===== config.mk =====
export PLATFORM = sky130hd
export DESIGN_NAME = reg_pipe_ce
export DESIGN_NICKNAME = d
export VERILOG_FILES = /design/src/rtl/reg_pipe_pkg.sv /design/src/rtl/reg_pipe_stage.sv /design/src/rtl/reg_pipe_ce.sv
export SDC_FILE = /design/constraint.sdc
export NUM_CORES = 1
export LEC_CHECK = 0
export ABC_CLOCK_PERIOD_IN_PS = 2500
export BUFFER_PORTS_ARGS = -buffer_cell sky130_fd_sc_hd__buf_2
export CAP_MARGIN = 20
export CORE_MARGIN = 1.5
export CORE_UTILIZATION = 38
export DETAILED_ROUTE_END_ITERATION = 8
export SYNTH_ARGS = -nofsm -noshare
export SYNTH_HDL_FRONTEND = slang
export SYNTH_HIERARCHICAL = 1
export SYNTH_SLANG_ARGS = --single-unit

===== constraint.sdc =====
create_clock -name CLK -period 2.5 [get_ports CLK]
set_input_delay 0.5 -clock CLK [delete_from_list [all_inputs] [get_ports CLK]]
set_output_delay 0.5 -clock CLK [all_outputs]
set_load 0.005 [all_outputs]

===== src/rtl/reg_pipe_pkg.sv =====
// Shared limits and helpers for the clock-enabled register pipe.
package reg_pipe_pkg;

  localparam int DEPTH_MAX = 16;
  localparam int WIDTH_MAX = 64;

  // Bits needed to hold an occupancy count of 0..depth inclusive.
  function automatic int count_width(input int depth);
    return $clog2(depth + 1);
  endfunction

endpackage


===== src/rtl/reg_pipe_stage.sv =====
// One pipe stage: data register plus valid bit.
// Data holds whenever a bubble is loaded, so only valid items overwrite it.
module reg_pipe_stage #(
  parameter int              WIDTH = 16,
  parameter logic [WIDTH-1:0] INIT = '0
) (
  input  logic             clk,
  input  logic             reset,
  input  logic             flush,
  input  logic             ce,
  input  logic             load,
  input  logic [WIDTH-1:0] d_prev,
  input  logic             v_prev,
  output logic [WIDTH-1:0] d,
  output logic             v
);

  // Reset beats flush beats a clock-enabled load.
  always_ff @(posedge clk) begin
    if (reset) begin
      d <= INIT;
      v <= 1'b0;
    end else if (flush) begin
      v <= 1'b0;
    end else if (ce && load) begin
      v <= v_prev;
      if (v_prev) d <= d_prev;
    end
  end

endmodule


===== src/rtl/reg_pipe_ce.sv =====
// Bubble-collapsing register pipe with valid/ready handshake, clock enable
// and synchronous flush. A stage loads when it is empty or its item moves
// on, so ready ripples back combinationally from the output.
module reg_pipe_ce
  import reg_pipe_pkg::*;
#(
  parameter int               WIDTH = 16,
  parameter int               DEPTH = 4,
  parameter logic [WIDTH-1:0] INIT  = '0
) (
  input  logic                            CLK,
  input  logic                            RESET,
  input  logic                            CE,
  input  logic                            FLUSH,
  input  logic [WIDTH-1:0]                In0,
  input  logic                            I_VALID,
  output logic                            I_READY,
  output logic [WIDTH-1:0]                Out0,
  output logic                            O_VALID,
  input  logic                            O_READY,
  output logic [count_width(DEPTH)-1:0]   COUNT
);

  localparam int CW = count_width(DEPTH);

  logic [WIDTH-1:0] d [DEPTH];
  logic [DEPTH-1:0] v;
  logic [DEPTH-1:0] load;
  logic             out_xfer;
  logic             in_xfer;

  assign out_xfer = v[DEPTH-1] && O_READY && CE;

  // Load permission ripples from the output stage back toward the input.
  always_comb begin
    load = '0;
    load[DEPTH-1] = !v[DEPTH-1] || out_xfer;
    for (int k = DEPTH - 2; k >= 0; k--) begin
      load[k] = !v[k] || load[k+1];
    end
  end

  assign I_READY = CE && !FLUSH && !RESET && load[0];
  assign in_xfer = I_VALID && I_READY;

  for (genvar k = 0; k < DEPTH; k++) begin : g_stage
    logic [WIDTH-1:0] d_prev;
    logic             v_prev;

    if (k == 0) begin : g_first
      assign d_prev = In0;
      assign v_prev = in_xfer;
    end else begin : g_next
      assign d_prev = d[k-1];
      assign v_prev = v[k-1];
    end

    reg_pipe_stage #(
      .WIDTH (WIDTH),
      .INIT  (INIT)
    ) u_stage (
      .clk    (CLK),
      .reset  (RESET),
      .flush  (FLUSH),
      .ce     (CE),
      .load   (load[k]),
      .d_prev (d_prev),
      .v_prev (v_prev),
      .d      (d[k]),
      .v      (v[k])
    );
  end

  assign Out0    = d[DEPTH-1];
  assign O_VALID = v[DEPTH-1];

  // Occupancy tracks transfers; simultaneous in and out leaves it unchanged.
  always_ff @(posedge CLK) begin
    if (RESET || FLUSH) begin
      COUNT <= '0;
    end else if (in_xfer && !out_xfer) begin
      COUNT <= COUNT + CW'(1);
    end else if (!in_xfer && out_xfer) begin
      COUNT <= COUNT - CW'(1);
    end
  end

endmodule


==> results.md, run 1 <==
- Max VDD drop: 310 uV
- Area share of the largest cell type after synthesis: 42.9%
- Vias: 2043
- Leak: between 0.001 and 0.0015 uW
- CORE AREA: 8340 um^2
- CTS Hold Bufs: 0
- Multi-input logic area: about 1700 um^2
- Clk slew on worst S/H paths: 80 ps
- Worst slew pin tran: between 1000 and 1500 ps
- Fillcell total: ~830
- Worst setup EP type: flip-flop
- H-tree level count: 3
- Largest net degree at the start of global routing: between 100 and 150
- CTS resizes: 0
- Initial antenna violation count: 0
- Routed WL: 5440 um
- Chip Width: 96.3 um
- Sequential share of the synthesized area: roughly 43%
- Async set-reset flop share out of synthesis: 0%
- Rows: 33
- EDFF count, synth: 0
- Routability cong.: approximately 0.84
- Syn Std Cell Area: 3310 um^2
- DRT iter0 DRCs: 120
- Syn nets: ~340
- Min Tclk post-route: around 2200 ps
- Final WS setup: 281 ps
- Final nets: roughly 380
- Wire per inst: 11.7 um
- Commonest non-fill, non-tap cell in the layout: nand2b_1
- Netlist cell types: 24
- WS Path Type: flip-flop to flip-flop
- Clock root buffer: clkbuf_8
- I/O Pins: between 40 and 50
- Worst-path fanout max: 4
- Hold_ws: just over 400 ps
- Commonest register cell after synthesis: dfxtp_1
- Power Dens Cells: 625 nW/um^2
- TritonCTS clock tree: built
- HPWL Detailed: between 3000 and 4000 um
- Clock skew: roughly 8.5 ps
- Area added between synthesis and finish: 13.3%
- Layout Cells excl Fill: about 470
- Area contributors post-synth: dfxtp_1 (43%), nand2b_1 (24%), mux2i_1 (20%)
- Max cap viols: 0
- DRC Markers: 0
- FF+latch area: approximately 1400 um^2
- First-pass GRT wire length: just under 9000 um
- Final hold vios: 0
- Clk sink count: between 70 and 80
- Num CTS Buffers: 9
- Antenna viol nets, final: 0
- Crit path launch type: flip-flop
- Die ar.: approximately 9300 um^2
- Hold crit path type: input pin to flip-flop
- Yosys top cell by area: dfxtp_1
- Vias/cell: between 4 and 5
- Post-CTS setup buffers: 0
- Commonest cells after routing, fill and taps aside: nand2b_1 (128), dfxtp_1 (71), mux2i_1 (65)
- Port Buffer Count: 42
- Vias in the first global route: roughly 1900
- Initial core utilization: between 30% and 40%
- Clock insertion delay at the later pin of the skew report: 340 ps
- Data arrival, critical path: about 2500 ps
- Pre-CTS setup slack: -4.08 ps
- # diodes: 0
- Pwr Total: 2340 uW
- Status: finished clean
- Syn Area/Cell: 10.4 um^2
- Drt pass-1 iters: 4
- Tcrit/Tclk final: between 80% and 90%
- Overall Global Routing Usage: between 10% and 20%
- RSZ-0062 raised after global routing: false
- FF+latch count, synth: a little over 70
- Cells after synthesis: ~320
- Die Y: ~96 um
- Final setup vio count: 0
- Grt total ovfl: 0
- Fmax: ~450 MHz
- Req. time, crit path: 2770 ps
- Warnings, synthesis: 6
- CTS max path bufs: 2
- Placed cell count: around 450
- Layout cells sized above 1: approximately 18%
- Slew Viols, Final: 0
- Relative slew slack: 32.9%
- Util after Layout: between 40% and 50%
-- cell families (layout without fill, tap and decap cells) --
family,Yosys count,in the layout,share of synthesized area (%)
AO/OA/AOI/OAI,11,11,2.84
XOR/XNOR,2,2,0.529
multiplexers,65,65,19.7
flip-flops,71,71,42.9
adder cells (fa/ha/maj),2,2,0.983
AND/OR/NAND/NOR,146,146,27.7
buffers and inverters,22,63,5.37
-- synth_stat cells, types with 2 or more instances --
cell      count
a211oi_1      4
a21bo_2       4
and4b_1       4
buf_12        4
buf_6         4
clkbuf_1     12
dfxtp_1      71
inv_1         2
mux2i_1      65
nand2b_1    128
nand3_1       6
nor3_1        2
xor2_1        2
-- power breakdown --
part	internal (uW)	switching, uW	total (uW)
Sequential	1130	1.71	1130
Clock	690	423	1110
Combinational	54.2	42.4	96.7
-- flip-flops by register name (all words and copies together) (netlist names) --
register	flops
g_stage.u_stage/d	64
g_stage.u_stage/v	4
COUNT	3
-- critical path, cell delays in order, from the launching register on --
cell and delay [ps]:
dfxtp_1 330, a21boi_2 180, nand4_1 100, and4_1 250
ha_1 200, inv_1 60, fa_1 370, xor2_1 160
or3_1 330, a21boi_1 170
-- area by class of cell --
type | count | area share, %
Multi-Input combinational cell | 226 | 45.6
Sequential cell | 71 | 37.9
Clock inverter | 5 | 2.80
Tap cell | 105 | 3.50
Clock buffer | 11 | 3.77
Timing Repair Buffer | 45 | 6.21
Inverter | 2 | 0.200
-- through the flow --
step	area [um^2]	setup TNS (ps)
detailed placement	3500	-4.08
finish	3750	0
global route	3750	0
global placement	3500	0
CTS	3750	0
floorplan	3310	0
-- final timing paths --
check / from / end / slack (ps) / cells past startpoint
hold / removal: In0[3] / g_stage[0].u_stage/d[3] / 410 / 3
hold reg to reg: g_stage[3].u_stage/d[11] / g_stage[3].u_stage/d[11] / 470 / 2
setup / recovery: g_stage[3].u_stage/v / COUNT[2] / 280 / 9
setup reg to reg: g_stage[3].u_stage/v / COUNT[2] / 280 / 9
-- layer usage --
metal  vias up  routed length [um]  global-route usage [%]  part of all wire, %
li1       1118                   -                       -                    -
met1       876                3120                    18.5                   57
met2        43                1980                    16.3                   36
met3         6                 258                    4.90                  4.7
met4         0                  85                    6.16                  1.6
met5         -                   0                       0                    0
Note: power is estimated with default switching activity, not from simulation.
==> run 2: changes to the inputs <==
--- a/config.mk
+++ b/config.mk
@@ -5,7 +5,7 @@
 export SDC_FILE = /design/constraint.sdc
 export NUM_CORES = 1
 export LEC_CHECK = 0
-export ABC_CLOCK_PERIOD_IN_PS = 2500
+export ABC_AREA = 1
 export BUFFER_PORTS_ARGS = -buffer_cell sky130_fd_sc_hd__buf_2
 export CAP_MARGIN = 20
 export CORE_MARGIN = 1.5
==> run 2 against run 1 <==
Against the previous run:
- clock-buffer cell count rose by 2
- largest cell class unchanged
- global-route usage rose by 0.32 points
- sequential power barely moved
- routed wire length rose by 4.9%
- sequential share of layout area fell by 0.59 points
- combinational power rose by 32%
==> results.md, run 2 <==
- Vias/cell: 4.12 (-6.1%)
- Post-synth top cells: nor2_1 (133), nand2_1 (83), inv_1 (72), dfxtp_1 (71), nand3_1 (51)
- Placed cell count: 623 (+39%)
- RSZ-0062 raised after global routing: false
- Routed WL: 5710 um (+4.9%)
- Cells after synthesis: 488 (+53%)
- WS Path Type: input pin to flip-flop
- Fillcell total: 941 (+14%)
- Num CTS Buffers: 9 (unchanged)
- Leak: 0.00157 uW (+23%)
- Layout Cells excl Fill: 639 (+37%)
- Grt total ovfl: 0 (unchanged)
- Max cap viols: 0 (unchanged)
- Crit path launch type: input pin
- Worst-path cell chain: buf_2 > nor2_4 > nand2_1 > o21bai_4 > nor2_2 > ha_1 > inv_2 > fa_1 > inv_1 > nand2_1 > nand3_1 > nand2_1 > nand2_1 > nor2_1
- Internal power: 1720 uW (-8.5%)
- Layout cells sized above 1: 20.7% (+2.7 points)
- Drt pass-1 iters: 4 (unchanged)
- Commonest register cell after synthesis: dfxtp_1
- HPWL Detailed: 4250 um (+27%)
- Antenna viol nets, final: 0 (unchanged)
- Routability cong.: 0.764 (-8.6%)
- Clock insertion delay at the later pin of the skew report: 330 ps (about the same)
- Clock skew: 7.33 ps (-1.14 ps)
- DRT iter0 DRCs: 59 (-51%)
- Fmax: 514 MHz (+14%)
- Switching Fraction: 22.0% (+2.1 points)
- Status: finished clean
- Top cell family by delay on the critical path: simple AND/OR/NAND/NOR gates
- CTS max path bufs: 2 (unchanged)
- Combinational Power Share: 5.8% (+1.7 points)
- Commonest non-fill, non-tap cell in the layout: nor2_1
- Util after Layout: 43.7% (-1.3 points)
- H-tree level count: 3 (unchanged)
- Vias: 2635 (+29%)
- Die Y: 97.8 um (+1.5%)
- Clk slew on worst S/H paths: 70 ps (about the same)
- Flop pwr share: 51.7% (+3.3 points)
- Slew Viols, Final: 0 (unchanged)
- Post-CTS setup buffers: 0 (unchanged)
- Worst-path fanout max: 5 (+1)
- Count leader, synth: nor2_1
- Async set-reset flop share out of synthesis: 0% (unchanged)
- EDFF count, synth: 0 (unchanged)
- Relative slew slack: 75.0% (+42 points)
- Clk sink count: 71 (unchanged)
- Commonest cells after routing, fill and taps aside: nor2_1 (133), nand2_1 (83), inv_1 (72)
- Multi-input logic area: 1490 um^2 (-13%)
- CP Buf/Inv Count: 3 (+2)
- Largest net degree at the start of global routing: 18 (-87%)
- Initial antenna violation count: 0 (unchanged)
- Overall Global Routing Usage: 13.1% (+0.32 points)
- Clock root buffer: clkbuf_8
- I/O Pins: 43 (unchanged)
- Largest Register: g_stage.u_stage/d
- Initial core utilization: 39.1% (-0.55 points)
- Max VDD drop: 231 uV (-25%)
- Area share of the largest cell type after synthesis: 41.7% (-1.3 points)
- Warnings, synthesis: 6 (unchanged)
- Netlist cell types: 19 (-21%)
- Area added between synthesis and finish: 11.6%
- CTS Hold Bufs: 0 (unchanged)
- Sequential share of the synthesized area: 41.7% (-1.3 points)
- CTS resizes: 0 (unchanged)
- # diodes: 0 (unchanged)
- Max FFs per register: 64 (unchanged)
- Final setup vio count: 0 (unchanged)
- Min Tclk post-route: 1950 ps (-273 ps)
- Syn Std Cell Area: 3410 um^2 (+3.1%)
- Setup tns final: 0 ps (unchanged)
- Die ar.: 9560 um^2 (+3.0%)
- FF+latch area: 1420 um^2 (unchanged)
- Area contributors post-synth: dfxtp_1 (42%), nor2_1 (15%), nand2_1 (9.1%)
- Worst slew pin tran: 374 ps (-633 ps)
- Largest registers: g_stage.u_stage/d x64, g_stage.u_stage/v x4, COUNT x3
- Wire per inst: 8.93 um (-24%)
- Req. time, crit path: 2730 ps (-40 ps)
- Final hold vios: 0 (unchanged)
- Worst setup EP type: flip-flop
- CP max stage cell: fa_1
- Tcrit/Tclk final: 77.8% (-11 points)
- Hold crit path type: input pin to flip-flop
- Yosys top cell by area: dfxtp_1
- First-pass GRT wire length: 10700 um (+19%)
- Data arrival, critical path: 2180 ps (-300 ps)
- DRC Markers: 0 (unchanged)
- P_sw: 484 uW (+3.6%)
- Syn Area/Cell: 6.99 um^2 (-33%)
- FF+latch count, synth: 71 (unchanged)
- Rows: 34 (+3.0%)
- Port Buffer Count: 42 (unchanged)
- Final nets: 550 (+45%)
- TritonCTS clock tree: built
- Chip Width: 97.8 um (+1.5%)
- Power Dens Cells: 578 nW/um^2 (-7.5%)
- Syn nets: 512 (+49%)
- Top cell by count, worst path: nand2_1
- Vias in the first global route: 2497 (+32%)
- Power share of the clock group: 42.5% (-5.0 points)
- CORE AREA: 8720 um^2 (+4.6%)
- Worst path max stage delay: 370 ps (about the same)
-- run 2: cell types whose count changed after synthesis, moves of 5 or more --
cell / before / now
nand2b_1: 128 / 0
clkbuf_1: 12 / 0
inv_2: 0 / 16
nand3_2: 0 / 16
mux2i_1: 65 / 0
nor2_4: 0 / 9
nor2_1: 1 / 133
nand2_2: 0 / 8
a21oi_1: 0 / 5
nand2_1: 1 / 83
buf_6: 4 / 12
inv_1: 2 / 72
nand3_1: 6 / 51
-- run 2: cells by family after synthesis --
family                     count (synthesis)  synth area share (%)
buffers and inverters                    105                  14.6
DFF                                       71                  41.7
adders and majority gates                  2                 0.953
and+or+nand+nor                          302                  41.2
AOI/OAI and AO/OA                          8                  1.58
-- run 2: worst paths after layout --
path	from	to	slack [ps]	depth (start not counted)
worst max-delay path	RESET	COUNT[2]	550	14
worst min-delay path	FLUSH	COUNT[2]	460	4
worst max register to register	g_stage[2].u_stage/v	COUNT[2]	620	12
worst min register to register	g_stage[3].u_stage/d[2]	g_stage[3].u_stage/d[2]	480	2
-- run 2: per-stage QoR --
| step | hold WS [ps] | area [um^2] | worst slack [ps] | power, uW |
|---|---|---|---|---|
| final | 463 | 3810 | 554 | 2200 |
| after global routing | 460 | 3810 | 394 | 2310 |
| after CTS | 442 | 3810 | 566 | 2240 |
| after detailed placement | 467 | 3600 | 205 | 1290 |
| after global placement | 458 | 3600 | 287 | 1290 |
| after floorplan | 454 | 3410 | 525 | 1260 |
-- run 2: power by group through the flow --
stage | clock network, uW | logic (uW) | registers, uW
after floorplan | 0 | 99.0 | 1160
after global placement | 0 | 127 | 1160
after detailed placement | 0 | 129 | 1160
after CTS | 969 | 129 | 1140
after global routing | 1020 | 148 | 1140
final | 936 | 128 | 1140
-- run 2: area by class of cell --
type	instances	share of cell area [%]
inverters	89	8.77
clock buffers	13	4.43
flip-flops and latches	71	37.3
clock inverters	3	1.05
multi-input cells	312	39.2
repair buffers	43	5.72
well taps	108	3.55
-- run 2: routing by layer --
layer,vias up,track usage (%),wire (um)
li1,1525,-,-
met4,0,5.93,18
met2,48,20.9,2490
met3,3,2.51,201
met5,-,0,0
met1,1059,17.3,3000
-- run 2: tightest hold or removal path: stages --
cell	delay, ps
buf_2	110
nor2_4	50
nand2_1	60
nor2_1	30
